File: config.mk
export PLATFORM = sky130hd
export DESIGN_NAME = top_mult_int7b
export DESIGN_NICKNAME = d
export VERILOG_FILES = /design/src/rtl/top_mult_int7b.sv
export SDC_FILE = /design/constraint.sdc
export NUM_CORES = 1
export LEC_CHECK = 0
export ABC_AREA = 1
export CAP_MARGIN = 20
export CORE_ASPECT_RATIO = 0.7
export CORE_UTILIZATION = 40
export CTS_CLUSTER_SIZE = 30
export DETAILED_ROUTE_END_ITERATION = 16
export PLACE_DENSITY = 0.62
export SLEW_MARGIN = 20
export SYNTH_ARGS = -nofsm -noshare
export SYNTH_HDL_FRONTEND = slang
export SYNTH_SLANG_ARGS = --single-unit
File: constraint.sdc
create_clock -name clk -period 3.19 [get_ports clk]
set_clock_uncertainty 0.1 [all_clocks]
set_input_delay 0.4785 -clock clk [delete_from_list [all_inputs] [get_ports clk]]
set_output_delay 0.4785 -clock clk [all_outputs]
set_load 0.005 [all_outputs]
File: src/rtl/top_mult_int7b.sv
// Signed BIT_WIDTH x constant COEFF multiplier built from a CSD shift-add network, two-stage pipeline.
// Optional `MULT_APPROX_TRUNC_EN clears the low TRUNC_BITS of the product (floor to a multiple of 2^TRUNC_BITS).
module top_mult_int7b #(
  parameter int BIT_WIDTH  = 7,
  parameter int OUT_WIDTH  = 2 * BIT_WIDTH,
  parameter int COEFF      = 45,
  parameter int TRUNC_BITS = 4
) (
  input  logic                 clk,
  input  logic                 rst_n,
  input  logic                 in_valid,
  input  logic [BIT_WIDTH-1:0] inp,
  output logic                 out_valid,
  output logic [OUT_WIDTH-1:0] out
);

  // A BIT_WIDTH-bit signed coefficient needs at most BIT_WIDTH+1 CSD digits.
  localparam int NDIG = BIT_WIDTH + 1;

  function automatic logic [NDIG-1:0] csd_digits(input int coeff, input bit want_neg);
    logic [NDIG-1:0] pos;
    logic [NDIG-1:0] neg;
    int c;
    pos = '0;
    neg = '0;
    c   = coeff;
    for (int i = 0; i < NDIG; i++) begin
      if (c[0]) begin
        if (c[1]) begin
          neg[i] = 1'b1;
          c      = c + 1;
        end else begin
          pos[i] = 1'b1;
          c      = c - 1;
        end
      end
      c = c >>> 1;
    end
    return want_neg ? neg : pos;
  endfunction

  localparam logic [NDIG-1:0] POS_DIG = csd_digits(COEFF, 1'b0);
  localparam logic [NDIG-1:0] NEG_DIG = csd_digits(COEFF, 1'b1);

`ifdef MULT_APPROX_TRUNC_EN
  localparam int TRUNC_EFF = TRUNC_BITS;
`else
  localparam int TRUNC_EFF = TRUNC_BITS * 0;
`endif
  localparam logic [OUT_WIDTH-1:0] KEEP_MASK = {OUT_WIDTH{1'b1}} << TRUNC_EFF;

  logic [BIT_WIDTH-1:0] op_q;
  logic                 vld_q;
  logic [OUT_WIDTH-1:0] op_ext;
  logic [OUT_WIDTH-1:0] prod;

  assign op_ext = {{(OUT_WIDTH-BIT_WIDTH){op_q[BIT_WIDTH-1]}}, op_q};

  // Modulo-2^OUT_WIDTH accumulation is exact because the final product always fits.
  always_comb begin
    prod = '0;
    for (int i = 0; i < NDIG; i++) begin
      if (POS_DIG[i]) prod = prod + (op_ext << i);
      if (NEG_DIG[i]) prod = prod - (op_ext << i);
    end
    prod = prod & KEEP_MASK;
  end

  always_ff @(posedge clk or negedge rst_n) begin
    if (!rst_n) begin
      op_q      <= '0;
      vld_q     <= 1'b0;
      out       <= '0;
      out_valid <= 1'b0;
    end else begin
      op_q      <= inp;
      vld_q     <= in_valid;
      out_valid <= vld_q;
      if (vld_q) out <= prod;
    end
  end

endmodule

==> summary.txt <==
Status
  • Status: finished, final reports clean

Final layout
  • N_diodes: 0
  • Area grow syn2layout: 20.5%
  • Filler Cells Inserted: between 400 and 500
  • Share of cells above drive strength 1: 4.76%
  • Register cell area after layout: 576 sq um
  • Multi-input logic area: 970 sq um
  • NumNets Final: 272

Synth
  • Top cells by area, synth: dfrtp_1 34%, ha_1 14%, nand2_1 13%
  • Post-synthesis cell area: 0.00170 sq mm
  • Cells after Synth: 204
  • Ys Warns: 0
  • Ys flop type: dfrtp_1
  • Synth unique cells: 21
  • Post-synth EDFFs: 0
  • Yosys top cell area share: roughly a third
  • Top cells by count, synth: 61 x nand2_1, 38 x inv_1, 23 x dfrtp_1, 19 x ha_1, 12 x nand3_1
  • Area leader, netlist: dfrtp_1
  • Most frequent cell after synthesis: nand2_1
  • Post-synth ARST share: 100%
  • Synth Area per Inst: 8.32 sq um
  • #FFs+latches synth: 23
  • Seq/Total Area, Yosys: between 30% and 40%
  • Syn Nets: 244

Clocking
  • CTS Buf Count: 3
  • CTS-repair resized insts: 0
  • Clock Sink Count: 23
  • Hold buffers post-CTS: 0
  • Clock tree buffer depth: 2
  • CTS tree: yes
  • Post-CTS setup buffers: 0
  • Clk_lat worst skew: 270 ps
  • Clock transition at path regs: 90 ps
  • H-tree depth: 1
  • CTS root buffer: clkbuf_8

Setup path
  • CP max FO: 4
  • Startpoint Class: register
  • Required @ worst endpoint: 3260 ps
  • Reg2Reg Setup Slack: about 320 ps
  • Kind of critical path: reg2reg
  • CP endpoint kind: register
  • CP Data Arrival Time: between 2000 and 3000 ps

Placement
  • Post-DP HPWL: between 2 and 3 mm
  • Pre-CTS setup slack: approximately 320 ps
  • # port buffers: 24
  • GPL Wtd Cong: approximately 0.85

Timing
  • Endpoints failing hold: 0
  • Worst-Margin Slew: 640 ps
  • Max Freq: 0.348 GHz
  • Tmin final: roughly 2900 ps
  • Setup tns final: 0 ps
  • Final Cycle Share: between 90 and 100%
  • Pins Over Slew Limit: 0
  • Max_slew headroom: 57.3%
  • # setup viols final: 0
  • RSZ-0062 raised after global routing: no
  • Hold WS: 385 ps
  • Worst setup margin: 317 ps

Detailed routing
  • Via density: 4.61
  • Antenna Nets Post-Route: 0
  • DRC violations left: 0
  • DRT iter0 DRCs: 92
  • Final WL: roughly 3.3 mm
  • Drt wl/cell: 11.6 um
  • Via count: 1304
  • Drt pass-1 iters: 4

Floorplanning
  • Starting Density: 42.5%
  • CORE AREA: 0.00399 sq mm
  • I/O pin total: 25
  • Die height: about 57 um
  • DIE AREA: 0.00451 sq mm
  • Die W: between 70 and 80 um
  • Std cell rows: 19

Power and ir drop
  • Max rail drop VDD: 0.273 mV
  • Static leakage: 1.08 nW
  • Power density cells: 570 mW/mm^2

Global route
  • Initial antenna violation count: 0
  • Gr usage total: 16.7%
  • Vias in the first global route: 1209
  • First-pass GRT wire length: 5.69 mm
  • Final global-route overflow total: 0
  • Largest net degree at the start of global routing: 24

Run
  • Max Cap Viol: 0

Hold path
  • Min-Delay Path Class: reg2reg
-- per-stage QoR --
step | cell area, sq um | utilization [%] | std cells | power [mW]
after global routing | 2050 | 51.2 | 283 | 1.28
after global placement | 2000 | 50.1 | 279 | 0.979
after detailed placement | 2000 | 50.1 | 279 | 0.984
after CTS | 2050 | 51.2 | 283 | 1.18
final | 2050 | 51.2 | 283 | 1.17
after floorplan | 1700 | - | 204 | 0.768
-- metal layers --
layer	track usage [%]	part of all wire (%)
met5	0	0
met4	1.53	0.21
met3	5.69	6.3
met2	24.1	39
met1	24.9	55
-- cell usage in the layout, fill, tap and decap left out --
master            n
nand2_1          61
inv_1            38
clkdlybuf4s50_1  24
dfrtp_1          23
ha_1             19
nand3_1          12
nor2_1           11
fa_1             11
o21ai_0           6
a21oi_1           4
xnor2_1           3
clkbuf_8          3
nand2_2           2
nand4_1           2
nand3_2           2
o21ai_1           2
a21oi_2           1
nor2_2            1
o21bai_2          1
nand3b_1          1
xor2_1            1
a211oi_1          1
clkbuf_1          1
buf_4             1
-- where the power goes --
| part | leakage, nW | switching (mW) | internal, mW | total, mW |
|---|---|---|---|---|
| logic | 0.779 | 0.305 | 0.279 | 0.584 |
| registers | 0.274 | 0.0384 | 0.355 | 0.393 |
| clock network | 0.0228 | 0.0997 | 0.0894 | 0.189 |
| total | 1.08 | 0.443 | 0.723 | 1.17 |
-- cells by family (layout without fill, tap and decap cells) --
logic type                 count (synthesis)  after routing  share of synthesized area, %
DFF                                       23             23                          33.9
xor gates and xnor gates                   4              4                          2.06
buffers and inverters                     40             67                          8.99
and+or+nand+nor                           92             92                          22.9
AOI/OAI and AO/OA                         15             15                          5.16
adders and majority gates                 30             30                          27.0
-- flip-flops by register name, indices dropped and copies added (netlist names) --
register	cells
op_q	7
out	14
out_valid	1
vld_q	1
-- worst max-delay path, stage by stage, from the launching register on --
cell and delay [ps]:
dfrtp_1 410, inv_1 110, fa_1 540, inv_1 60, fa_1 450, ha_1 370, a21oi_1 270, nand2_1 120
nand2_1 110, nand4_1 80, nand3_1 90, nand2_1 50
-- final timing paths --
kind	start	endpoint	cells after the start
hold / removal	out[3]$_DFFE_PN0P_	out[3]$_DFFE_PN0P_	2
max in group asynchronous	rst_n	out[7]$_DFFE_PN0P_	2
hold reg to reg	out[3]$_DFFE_PN0P_	out[3]$_DFFE_PN0P_	2
min in group asynchronous	rst_n	out[0]$_DFFE_PN0P_	2
setup reg to reg	op_q[0]$_DFF_PN0_	out[11]$_DFFE_PN0P_	11
setup / recovery	op_q[0]$_DFF_PN0_	out[11]$_DFFE_PN0P_	11
-- final cells by class --
cell class	count	share of cell area, %
multi-input cells	141	47.4
flip-flops and latches	23	28.1
repair buffers	25	12.1
inverters	38	6.97
well taps	52	3.18
clock buffers	4	2.20
Note: power is estimated with default switching activity, not from simulation.
==> variant 1 (same flow settings) <==
Make the reset (`rst_n`) synchronous in one clocked block.
--- a/src/rtl/top_mult_int7b.sv
+++ b/src/rtl/top_mult_int7b.sv
@@ -66,7 +66,7 @@
     prod = prod & KEEP_MASK;
   end
 
-  always_ff @(posedge clk or negedge rst_n) begin
+  always_ff @(posedge clk) begin
     if (!rst_n) begin
       op_q      <= '0;
       vld_q     <= 1'b0;
Function: differs if rst_n is asserted again (counterexample within 4 cycles, from zero or initial values and one cycle with rst_n low); with rst_n held inactive, the same outputs for 10 cycles.
==> variant 1 against the original RTL <==
- sequential power decreased by 16%
- setup slack lost 0.0087 ns
- sequential cell count unchanged
- routed wire length rose by 6.2%
- total power down 12%
- area after synthesis is 3.6% higher
- final area increased by 2.3%
- fmax down 0.30%
==> variant 1: results (changes against the original RTL) <==
outcome: complete, no violations (unchanged)
largest net degree at the start of global routing: 26 (was 24)
number of global-route vias before repair: 1388 (was 1209)
sequential share of the synthesized area: 0.262 (was 0.339)
overall routing resource usage: 0.183 (was 0.167)
syn avg cell area: 7.27 µm² (was 8.32 µm²)
switching part of the total: 0.406 (was 0.380)
WP data arrival: 2.96 ns (was 2.94 ns)
Worst Tran Pin Value: 0.849 ns (was 0.640 ns)
Post-DP Area: 2040 µm² (was 2000 µm²)
Peak VDD IR: 0.226 mV (was 0.273 mV)
ys async rst share: 0 (was 1.00)
Post-CTS Repair Setup Buffers: 0 (unchanged)
Leakage: 1.11 nW (was 1.08 nW)
Crit-path slowest cell: fa_1 (unchanged)
dpl cells: 314 (was 279)
layout cells sized above 1: 0.0639 (was 0.0476)
post-synthesis adder-cell area fraction: 0.260 (was 0.270)
per-cell routed wire length: 10.9 µm (was 11.6 µm)
R2R depth: 15 (was 11)
DR vias/cell: 4.47 (was 4.61)
first-pass GRT wire length: 6.34 mm (was 5.69 mm)
complex-gate fraction of the synthesized area: 0.0789 (was 0.0516)
root buf cell: clkbuf_8 (unchanged)
synthesized net count: 282 (was 244)
Synth Flop Type: dfxtp_1 (was dfrtp_1)
commonest cells in the netlist: inv_1, nand2_1, nor2_1, dfxtp_1, ha_1 (was nand2_1, inv_1, dfrtp_1, ha_1, nand3_1)
fillers: 397 (was 422)
Ant. Diodes: 0 (unchanged)
Netlist cell types: 25 (was 21)
1st-iter DRT viols: 56 (was 92)
crit path max fanout: 5 (was 4)
cts bufs inserted: 3 (unchanged)
pre-CTS WS: 0.329 ns (was 0.325 ns)
largest cells by area after synthesis: dfxtp_1, ha_1, fa_1, inv_1, nand2_1 (was dfrtp_1, ha_1, nand2_1, fa_1, inv_1)
Synth Area in XOR/XNOR: 0.0249 (was 0.0206)
DP Wirelength: 2.80 mm (was 2.61 mm)
Final Non-Filler Cells: 318 (was 283)
==> variant 1: power groups by stage <==
stage	clock network (mW)	registers [mW]	logic (mW)
6_report	0.194	0.329	0.506
5_1_grt	0.217	0.333	0.583
4_1_cts	0.208	0.330	0.507
3_5_place_dp	0	0.336	0.503
3_3_place_gp	0	0.336	0.508
2_1_floorplan	0	0.332	0.382
==> variant 1: tightest hold or removal path: stages (launching register included) <==
cell and delay, ns:
dfxtp_1 0.32, nand2_1 0.08, a21oi_2 0.05
==> variant 1: path summary, 6_finish.rpt <==
kind,slack [ns],startpoint,to
worst max-delay path,0.31,op_q[1],out[12]
worst min register to register,0.39,out[13],out[13]
worst min-delay path,0.39,out[13],out[13]
worst max register to register,0.31,op_q[1],out[12]
==> variant 1: through the flow <==
| step | hold WS, ns | total power [mW] | util |
|---|---|---|---|
| after floorplan | 0.372 | 0.714 | - |
| after global placement | 0.368 | 0.844 | 0.503 |
| after detailed placement | 0.375 | 0.839 | 0.503 |
| after CTS | 0.389 | 1.04 | 0.515 |
| after global routing | 0.415 | 1.13 | 0.515 |
| final | 0.393 | 1.03 | 0.515 |
==> variant 1: area by class of cell <==
class | count | area, µm² | share of cell area
multi-input combinational | 158 | 1060 | 0.508
timing repair buffer | 24 | 240 | 0.115
inverter | 57 | 214 | 0.102
clock inverter | 1 | 7.51 | 0.00359
tap | 52 | 65.1 | 0.0311
clock buffer | 3 | 41.3 | 0.0197
sequential | 23 | 460 | 0.220
==> variant 1: layer usage <==
layer	global-route usage	vias up	part of all wire
li1	-	775	-
met1	0.278	607	0.57
met2	0.252	33	0.37
met3	0.0384	5	0.050
met4	0.0612	0	0.014
met5	0	-	0
==> variant 2 (same settings) <==
Made on the original files. Change the parameter `BIT_WIDTH` from 7 to 9.
--- a/src/rtl/top_mult_int7b.sv
+++ b/src/rtl/top_mult_int7b.sv
@@ -1,7 +1,7 @@
 // Signed BIT_WIDTH x constant COEFF multiplier built from a CSD shift-add network, two-stage pipeline.
 // Optional `MULT_APPROX_TRUNC_EN clears the low TRUNC_BITS of the product (floor to a multiple of 2^TRUNC_BITS).
 module top_mult_int7b #(
-  parameter int BIT_WIDTH  = 7,
+  parameter int BIT_WIDTH  = 9,
   parameter int OUT_WIDTH  = 2 * BIT_WIDTH,
   parameter int COEFF      = 45,
   parameter int TRUNC_BITS = 4
Ports: changed (resized inp and out); port bits go from 25 to 31. The function was not compared with the original's and may differ.
==> variant 2 against the original RTL <==
- largest cell class unchanged
- routed wire length is 23% higher
- area after synthesis up 26%
- total power grew 23%
- synthesized cell count increased by 31%
- highest routed layer unchanged
- sequential cell count is 4 higher
- final area grew 24%
- sequential power rose by 19%
- setup slack got worse by 0.025 ns
==> variant 2: results (changes against the original RTL) <==
Comb power: 0.768 mW (was 0.584 mW)
synthesized net count: 316 (was 244)
Ant. Diodes: 0 (unchanged)
max_slew headroom: 0.563 (was 0.573)
Worst path top cell family by delay: adder cells (unchanged)
H-tree depth: 1 (unchanged)
Biggest consumer: combinational logic (unchanged)
outcome: complete, no violations (unchanged)
Leakage: 1.35 nW (was 1.08 nW)
largest net degree at the start of global routing: 28 (was 24)
DP Wirelength: 3.24 mm (was 2.61 mm)
core area: 4970 µm² (was 3990 µm²)
Initial DRT Pass Iterations: 4 (unchanged)
clk slew on worst S/H paths: 0.10 ns
Post-CTS Repair Setup Buffers: 0 (unchanged)
remaining antenna violation count: 0 (unchanged)
1st-iter DRT viols: 69 (was 92)
Cells after Synth: 268 (was 204)
PortBufs: 30 (was 24)
layout cells sized above 1: 0.0436 (was 0.0476)
CTS Buffer Depth: 2 (unchanged)
WP buf/inv: 2 (unchanged)
ys async rst share: 1.00 (unchanged)
fillers: 499 (was 422)
dpl cells: 363 (was 279)
biggest regs: out x16, op_q x9 (was out x14, op_q x7)
crit path max fanout: 5 (was 4)
final WL: 4.03 mm (was 3.28 mm)
overall routing resource usage: 0.173 (was 0.167)
routability cong.: 0.843 (was 0.849)
first-pass GRT wire length: 7.48 mm (was 5.69 mm)
per-cell routed wire length: 11.0 µm (was 11.6 µm)
switching part of the total: 0.396 (was 0.380)
pre-CTS WS: 0.323 ns (was 0.325 ns)
Synthesis Warnings: 0 (unchanged)
Netlist cell types: 23 (was 21)
fin nets: 347 (was 272)
post-CTS resize count: 0 (unchanged)
final hold vios: 0 (unchanged)
Peak VDD IR: 0.222 mV (was 0.273 mV)
Crit-path slowest cell: fa_1 (unchanged)
sequential share of the synthesized area: 0.316 (was 0.339)
clock group share of total power: 0.141 (was 0.162)
DR vias/cell: 4.47 (was 4.61)
largest cells by area after synthesis: dfrtp_1, fa_1, nand2_1, ha_1, inv_1 (was dfrtp_1, ha_1, nand2_1, fa_1, inv_1)
cts bufs inserted: 3 (unchanged)
number of global-route vias before repair: 1609 (was 1209)
WP data arrival: 2.98 ns (was 2.94 ns)
Largest stage delay, worst path: 0.52 ns (was 0.54 ns)
initial antenna violation count: 0 (unchanged)
commonest cells in the netlist: nand2_1, inv_1, dfrtp_1, ha_1, fa_1 (was nand2_1, inv_1, dfrtp_1, ha_1, nand3_1)
worst-skew pair later-pin latency: 0.28 ns
root buf cell: clkbuf_8 (unchanged)
Hold/Removal Path Class: reg -> reg (unchanged)
==> variant 2: layer usage <==
layer,GRT usage,share of wire,routed length (µm),vias to the layer above
met2,0.259,0.40,1610,33
li1,-,-,-,865
met4,0.0179,0.0022,9,0
met3,0.0393,0.038,154,2
met1,0.263,0.56,2250,739
met5,0,0,0,-
==> variant 2: logic make-up after synthesis <==
logic type,after synthesis,synth area share
DFF,27,0.316
xor gates and xnor gates,4,0.0164
AOI/OAI and AO/OA,19,0.0474
buffers and inverters,65,0.121
adders and majority gates,36,0.263
and+or+nand+nor,117,0.236
==> variant 2: cell type report <==
cell class / instances / share of cell area
repair buffers: 31 / 0.121
multi-input cells: 176 / 0.473
clock inverters: 1 / 0.00197
well taps: 69 / 0.0339
inverters: 60 / 0.0885
flip-flops and latches: 27 / 0.265
clock buffers: 3 / 0.0162
==> variant 2: worst min-delay path, stage by stage (launching register included) <==
cell and delay (ns):
dfrtp_1 0.35, nand2_1 0.05, o21ai_0 0.05
==> variant 2: worst paths after layout <==
kind / from / endpoint / slack, ns / depth (start not counted)
worst max-delay path: op_q[2] / out[11] / 0.29 / 12
worst max register to register: op_q[2] / out[11] / 0.29 / 12
max in group asynchronous: rst_n / op_q[2] / 2.27 / 2
min in group asynchronous: rst_n / op_q[0] / 0.45 / 2
worst min register to register: out[5] / out[5] / 0.39 / 2
worst min-delay path: out[5] / out[5] / 0.39 / 2
==> variant 2: metrics by stage <==
step | utilization | instance area (µm²) | power [mW]
after floorplan | - | 2140 | 0.972
after global placement | 0.503 | 2500 | 1.24
after detailed placement | 0.503 | 2500 | 1.24
after CTS | 0.513 | 2550 | 1.45
after global routing | 0.513 | 2550 | 1.61
final | 0.513 | 2550 | 1.44
